File: config.mk
export PLATFORM = sky130hd
export DESIGN_NAME = adder_scan_display
export DESIGN_NICKNAME = d
export VERILOG_FILES = /design/src/rtl/adder_scan_display.sv
export SDC_FILE = /design/constraint.sdc
export NUM_CORES = 1
export LEC_CHECK = 0
export CORE_MARGIN = 2
export CORE_UTILIZATION = 45
export CTS_CLUSTER_SIZE = 8
export DETAILED_ROUTE_END_ITERATION = 8
export PLACE_DENSITY = 0.66
export SYNTH_ARGS = -nofsm -noshare
export SYNTH_HDL_FRONTEND = slang
export SYNTH_SLANG_ARGS = --single-unit
File: constraint.sdc
create_clock -name clk -period 4.3 [get_ports clk]
set_input_delay 0.86 -clock clk [delete_from_list [all_inputs] [get_ports clk]]
set_output_delay 0.86 -clock clk [all_outputs]
set_load 0.1 [all_outputs]
File: src/rtl/adder_scan_display.sv
// Button-entered hex operands, registered add/sub with carry and signed overflow,
// and a multiplexed digit scanner feeding a downstream hex-to-segment decoder.
module adder_scan_display #(
  parameter int NIB      = 2,
  parameter int SCAN_DIV = 17,
  parameter int DB_CYC   = 16
) (
  input  logic             clk,
  input  logic             rst,
  input  logic [2*NIB-1:0] btn,
  input  logic             mode,
  input  logic             clr,
  input  logic [3*NIB:0]   le_sw,
  input  logic [3*NIB:0]   dp_sw,
  output logic [3*NIB:0]   an,
  output logic [3:0]       digit,
  output logic             le,
  output logic             point,
  output logic [4*NIB-1:0] result,
  output logic             cout,
  output logic             ovf
);

  localparam int W    = 4 * NIB;
  localparam int NDIG = 3 * NIB + 1;
  localparam int NBTN = 2 * NIB;
  localparam int DBW  = $clog2(DB_CYC + 1);
  localparam int IDXW = $clog2(NDIG);

  localparam logic [DBW-1:0]      DB_LAST  = DBW'(DB_CYC - 1);
  localparam logic [IDXW-1:0]     IDX_LAST = IDXW'(NDIG - 1);
  localparam logic [SCAN_DIV-1:0] SCAN_ONE = SCAN_DIV'(1);

  logic [NBTN-1:0]     meta_q, sync_q;
  logic [NBTN-1:0]     deb_q, deb_d;
  logic [NBTN-1:0]     deb_prev_q;
  logic [DBW-1:0]      db_cnt_q [NBTN];
  logic [DBW-1:0]      db_cnt_d [NBTN];
  logic [NBTN-1:0]     rise;

  logic [W-1:0]        a_q, a_d, b_q, b_d;
  logic [W-1:0]        b_eff;
  logic [W:0]          sum;
  logic [W-1:0]        result_q, result_d;
  logic                cout_q, cout_d, ovf_q, ovf_d;

  logic [SCAN_DIV-1:0] scan_q, scan_d;
  logic [IDXW-1:0]     idx_q, idx_d;
  logic [NDIG-1:0]     an_q, an_d;
  logic [3:0]          digit_q, digit_d;
  logic                le_q, le_d, point_q, point_d;

  // A level change is accepted only after DB_CYC consecutive differing samples.
  always_comb begin
    for (int i = 0; i < NBTN; i++) begin
      deb_d[i]    = deb_q[i];
      db_cnt_d[i] = db_cnt_q[i];
      if (sync_q[i] == deb_q[i]) begin
        db_cnt_d[i] = '0;
      end else if (db_cnt_q[i] == DB_LAST) begin
        deb_d[i]    = sync_q[i];
        db_cnt_d[i] = '0;
      end else begin
        db_cnt_d[i] = db_cnt_q[i] + DBW'(1);
      end
    end
  end

  assign rise = deb_q & ~deb_prev_q;

  // Nibbles wrap independently; clear wins over any same-cycle increment.
  always_comb begin
    a_d = a_q;
    b_d = b_q;
    for (int n = 0; n < NIB; n++) begin
      if (rise[n])       a_d[4*n +: 4] = a_q[4*n +: 4] + 4'd1;
      if (rise[NIB + n]) b_d[4*n +: 4] = b_q[4*n +: 4] + 4'd1;
    end
    if (clr) begin
      a_d = '0;
      b_d = '0;
    end
  end

  always_comb begin
    b_eff    = mode ? ~b_q : b_q;
    sum      = {1'b0, a_q} + {1'b0, b_eff} + {{W{1'b0}}, mode};
    result_d = sum[W-1:0];
    cout_d   = sum[W];
    ovf_d    = (a_q[W-1] == b_eff[W-1]) && (sum[W-1] != a_q[W-1]);
  end

  always_comb begin
    scan_d = scan_q + SCAN_ONE;
    idx_d  = idx_q;
    if (&scan_q) begin
      idx_d = (idx_q == IDX_LAST) ? '0 : idx_q + IDXW'(1);
    end
  end

  // Display fields are registered together from idx so an/digit/le/point stay aligned.
  always_comb begin
    an_d    = ~(NDIG'(1) << idx_q);
    le_d    = le_sw[idx_q];
    point_d = dp_sw[idx_q];
    digit_d = 4'h0;
    for (int n = 0; n < NIB; n++) begin
      if (idx_q == IDXW'(n))           digit_d = a_q[4*n +: 4];
      if (idx_q == IDXW'(NIB + n))     digit_d = b_q[4*n +: 4];
      if (idx_q == IDXW'(2 * NIB + n)) digit_d = result_q[4*n +: 4];
    end
    if (idx_q == IDXW'(3 * NIB)) digit_d = {3'b000, cout_q};
  end

  always_ff @(posedge clk or posedge rst) begin
    if (rst) begin
      meta_q     <= '0;
      sync_q     <= '0;
      deb_q      <= '0;
      deb_prev_q <= '0;
      for (int i = 0; i < NBTN; i++) db_cnt_q[i] <= '0;
      a_q        <= '0;
      b_q        <= '0;
      result_q   <= '0;
      cout_q     <= 1'b0;
      ovf_q      <= 1'b0;
      scan_q     <= '0;
      idx_q      <= '0;
      an_q       <= ~NDIG'(1);
      digit_q    <= 4'h0;
      le_q       <= 1'b0;
      point_q    <= 1'b0;
    end else begin
      meta_q     <= btn;
      sync_q     <= meta_q;
      deb_q      <= deb_d;
      deb_prev_q <= deb_q;
      for (int i = 0; i < NBTN; i++) db_cnt_q[i] <= db_cnt_d[i];
      a_q        <= a_d;
      b_q        <= b_d;
      result_q   <= result_d;
      cout_q     <= cout_d;
      ovf_q      <= ovf_d;
      scan_q     <= scan_d;
      idx_q      <= idx_d;
      an_q       <= an_d;
      digit_q    <= digit_d;
      le_q       <= le_d;
      point_q    <= point_d;
    end
  end

  assign an     = an_q;
  assign digit  = digit_q;
  assign le     = le_q;
  assign point  = point_q;
  assign result = result_q;
  assign cout   = cout_q;
  assign ovf    = ovf_q;

endmodule

# Word-level counts from Yosys, hierarchy flattened
# Index checks and enable logic that the tools add are counted.
# classes
n_addsub,12
eq_ne,16
magnitude_cmp,1
shifts,1
bitwise,8
n_mux,27
n_reduce_logical,11
multipliers,0
div_mod_pow,0
# op_table
cell,n
$mux 4,11
$mux 5,8
$mux 8,3
$add 5x1->5 const B,4
$eq 5x4->1 const B,4
$add 17x1->17 const B,1
$reduce_and 17->1,1
$add 4x1->4 const B,4
$add 8x8->9,1
$add 9x1->9,1
$eq 3x3->1 const B,3
$not 8->8,1
$reduce_and 2->1,4
$reduce_bool 2->1,4
$not 7->7,1
$shl 1x3->7 const A,1
$bmux 1 s3,2
$eq 3x2->1 const B,2
$eq 1x1->1,5
$and 4x4->4,1
$lt 3x4->1 const B,1
$not 1->1,4
$not 4->4,1
$add 3x1->3 const B,1
other kinds (6),7
# totals
in_bits,22
regBits,95
romBits,0
ram_bits,0
word_cells,100
latchBits,0
output_inout_bits,23
n_memories,0

# Depth between registers and ports, before layout
# depth
depth_word,8
ltp_mapped,8
mapped_depth_nobuf,7

# Worst setup path before layout
# Ideal clock, no wire load.
# synth_path
kind,input-to-reg
from,input port mode
to,"register ovf_q, in the netlist ovf"
setup_slack_ns,1.714
t_arrival_ns,2.447
cell_stages,7
setup_time_ns,0.139
path_buffers,1
t_required_ns,4.161
path_cell_list,buf_2 > xor2_1 > ha_1 > nand3_1 > o211ai_4 > nor4b_4 > or4_1
# synth_via
elab_chain_len,5
elab_cells_between_ends,6
classes_between,2 x add/sub; 2 x eq/ne; 1 x mux; 1 x reduce/logical
# synth_lines
element,line_no,text
"start, declared",11,"input logic mode,"
$mux 8,86,b_eff = mode ? ~b_q : b_q;
$add 8x8->9,87,"sum = {1'b0, a_q} + {1'b0, b_eff} + {{W{1'b0}}, mode};"
$add 9x1->9,87,
$ne 1x1->1,90,ovf_d = (a_q[W-1] == b_eff[W-1]) && (sum[W-1] != a_q[W-1]);
$logic_and 1x1->1 (*),90,
via ovf_d,45,"logic cout_q, cout_d, ovf_q, ovf_d;"
"end signal, assigned",143,ovf_q <= ovf_d;
"end, declared",45,
# The timed path passes the listed nets; every way through them passes the cells marked *.
# A chain may end at the register's enable or synchronous reset.

# Final worst setup path
# layout_path
from,input port mode
to,"register result_q[6], in the netlist result[6]"
# layout_via
elab_chain_len,3
# layout_lines
element,line_no,text
$mux 8,86,
$add 8x8->9,87,
$add 9x1->9 (*),87,
via sum[6],43,logic [W:0] sum;
"end signal, assigned",141,result_q <= result_d;
"end, declared",44,"logic [W-1:0] result_q, result_d;"
# Marked as above.

==> flow_summary.ini <==
[run_status]
run_status = finished, final reports clean

[drt]
wl_per_cell_um = 14.1
drt_wl_total_mm = 7.88
dr_total_vias = 2917
drc = 0
drt_iter0_markers = 118
route.detailed.vias_per_inst = 5.22
detail-route-antenna-nets = 0
drt_pre_antenna_iters = 4

[power_and_ir_drop]
comb_power_share_pct = 8.8
cellInternalPower_w = 0.00123
power_density_mw_per_mm2 = 320
power_frac_seq_pct = 56.5
static-leakage-power_nw = 2.37
psw_w = 0.000408
switching_share_pct = 24.9
clockPowerShare_pct = 34.7
vdd_drop_max_uv = 183

[timing]
post-route-min-period_ns = 2.99
setup_repair_after_global_routing_missed_its_margin = no
tightest_slew_ns = 0.999
timing.slew.headroom_pct = 33.2
timing_hold_violations_final = 0
max_clock_freq_mhz = 334
worst_clock_skew_ns = 0.00944
final_min_period_over_clock_period_pct = 69.6
hold_ws_ns = 0.354
max_slew_violation_total_from_the_final_report = 0
report.final.setup_viol = 0
fin_tns_setup_ns = 0

[critical_path]
crit_path_start_kind = primary input
critical_path_peak_fanout = 8
startpoint = mode
worst_ep_arrival_time_ns = 3.27
crit_type = primary input to flop
cp-end-kind = flop
path_cells = clkdlybuf4s50_1, mux2i_4, inv_2, fa_1, a211oi_1, nor2_1, o31ai_1, a21boi_1
cpMaxStageDelayCell = sky130_fd_sc_hd__clkdlybuf4s50_1
cpPeakStageDelay_ns = 0.66
crit-reg2reg-launch = b_q[0]
worst_ep_required_time_ns = 4.58

[global_routing]
grt_antenna_before_repair = 0
first_pass_grt_wire_length_mm = 13.7
grt_max_degree = 48
total_global_routing_overflow = 0
grt_usage_pct = 16.7
grt_pass1_vias = 3023

[placement]
placement.io_buffers = 44
place_hpwl_mm = 5.69
gpl.final_weighted_congestion = 0.824
postPlaceCellArea_mm2 = 0.00493

[layout]
post_route_cells_drive_above_1_share_pct = 7.21
fill_cells = 800
final_design_area_no_fill_mm2 = 0.00512
final_net_count = 467
layout-area-overhead-vs-synth_pct = 17.2
antenna-diode-count = 0

[flow_run]
total_of_max_cap_violations = 0

[synthesis]
synth-edff-count = 0
synth_top_cells_by_area = sky130_fd_sc_hd__dfrtp_1, sky130_fd_sc_hd__xor2_1, sky130_fd_sc_hd__ha_1
synth_top_flop_cell = sky130_fd_sc_hd__dfrtp_1
synth_compound_area_share_pct = 8.34
yosys_top_cell_area_share_pct = 51.0
synth_top_cell_by_area = sky130_fd_sc_hd__dfrtp_1
yosys.area_share.simple_pct = 14.2
synth-xor-area-share_pct = 10.0
synthesis.area_mm2 = 0.00437
netlist-cell-type-count = 53
synthesized_netlist_net_count = 421
yosys.area_share.adder_pct = 5.62
synth_cell_count_leaders = sky130_fd_sc_hd__dfrtp_1, sky130_fd_sc_hd__nor2_1, sky130_fd_sc_hd__xor2_1
yosysMostFrequentCell = sky130_fd_sc_hd__dfrtp_1
post_synth_mux_area_share_pct = 5.10
async_reset_ff_share_pct = 100
ys_seq_area_share_pct = 54.6
ys_warn_count = 0
cells_after_synth = 380
main_combinational_cell_family_by_area_after_synthesis = simple AND/OR/NAND/NOR gates
flip_flop_and_latch_count_after_synthesis = 95
post_synth.cell_area_avg_um2 = 11.5

[die]
num_io_pins = 45
core_region_area_mm2 = 0.00933
dieWidth_um = 102
die_height_um = 102
start_util_pct = 46.8
std_cell_rows = 35
floorplan_die_area_mm2 = 0.0105

[clock_tree]
root_buffer = sky130_fd_sc_hd__clkbuf_8
ctsLongestPathBuffers = 2
tritoncts.num_buffers = 9
cts.hold.buffers_added = 0
clock_insertion_delay_worst_skew_ns = 0.36
cts_sinks = 95
worst_setup_hold_path_clk_slew_ns = 0.08
post_cts.resized_instances = 0
post-cts-setup-buffers = 0
tritoncts = yes
ctsHtreeMaxLevel = 3

[min_path]
hold_class = flop to flop
timing.hold.worst.start = meta_q[1]
-- flip-flops by register name, summed over array words and instances, names as in the netlist, 3 cells and up --
| signal | cells |
|---|---|
| result | 8 |
| b_q | 8 |
| deb_prev_q | 4 |
| deb_q | 4 |
| an | 7 |
| sync_q | 4 |
| a_q | 8 |
| idx_q | 3 |
| scan_q | 17 |
| db_cnt_q | 20 |
| meta_q | 4 |
| digit | 4 |
-- cell families (layout without fill, tap and decap cells) --
kind of cell	count (synthesis)	in the layout
AO/OA/AOI/OAI	53	53
XOR/XNOR	50	50
adder cells (fa/ha/maj)	19	19
buffers and inverters	21	71
flip-flops	95	95
multiplexers	18	18
AND/OR/NAND/NOR	124	124
-- stage by stage --
stage / instances / total power (W) / utilization [%] / setup slack [ns]
after detailed placement: 544 / 0.00109 / 52.9 / 0.987
final: 559 / 0.00164 / 54.9 / 1.31
after CTS: 559 / 0.00166 / 54.9 / 1.37
after global routing: 559 / 0.00171 / 54.9 / 1.22
after global placement: 544 / 0.00108 / 52.9 / 1.06
after floorplan: 380 / 0.00104 / - / 0.973
-- power groups by stage --
| stage | logic, W | clock network, W | registers [W] |
|---|---|---|---|
| 3_5_place_dp | 0.000146 | 0 | 0.000942 |
| 4_1_cts | 0.000147 | 0.000589 | 0.000925 |
| 2_1_floorplan | 0.0000533 | 0 | 0.000985 |
| 3_3_place_gp | 0.000143 | 0 | 0.000941 |
| 6_report | 0.000144 | 0.000567 | 0.000924 |
| 5_1_grt | 0.000158 | 0.000627 | 0.000927 |
-- area by class of cell --
class,count,area (µm²),share of cell area (%)
sequential,95,2380,46.6
multi-input combinational,264,1890,36.9
timing repair buffer,46,455,8.90
tap,129,161,3.15
clock buffer,10,128,2.49
clock inverter,5,58.8,1.15
inverter,10,38.8,0.758
-- cell usage in the layout (no fill, tap or decap), types with 8 or more instances in the layout --
master                            Yosys  routed
sky130_fd_sc_hd__and2_1               9       9
sky130_fd_sc_hd__clkbuf_8             0       9
sky130_fd_sc_hd__clkdlybuf4s50_1      0      44
sky130_fd_sc_hd__dfrtp_1             89      89
sky130_fd_sc_hd__ha_1                18      18
sky130_fd_sc_hd__mux2i_1             11      11
sky130_fd_sc_hd__nand2_1             22      22
sky130_fd_sc_hd__nand3_1             17      17
sky130_fd_sc_hd__nor2_1              41      41
sky130_fd_sc_hd__o21ai_0              9       9
sky130_fd_sc_hd__o21ai_1              8       8
sky130_fd_sc_hd__xnor2_1             16      16
sky130_fd_sc_hd__xor2_1              34      34
-- worst paths after layout --
kind	slack, ns	end	cells after the start
worst max-delay path	1.31	result[6]	8
worst min-delay path	0.35	sync_q[1]	0
worst max register to register	1.89	result[6]	7
worst min register to register	0.35	sync_q[1]	0
max in group asynchronous	2.53	an[3]	3
min in group asynchronous	0.93	scan_q[6]	2
-- worst max-delay path, delay by kind of cell --
family / cells / cell delay, ns
compound gates: 3 / 0.76
buf+inv: 2 / 0.74
fa+ha+maj: 1 / 0.43
mux: 1 / 0.34
simple gates: 1 / 0.12
-- metal layers --
| metal | wire length, µm | global-route usage [%] | vias to the layer above |
|---|---|---|---|
| met1 | 3600 | 20.9 | 1427 |
| met3 | 406 | 3.59 | 19 |
| li1 | - | - | 1401 |
| met4 | 221 | 8.92 | 0 |
| met5 | 0 | 0 | - |
| met2 | 3650 | 27.4 | 70 |
Power figures use the tool's default switching activity.
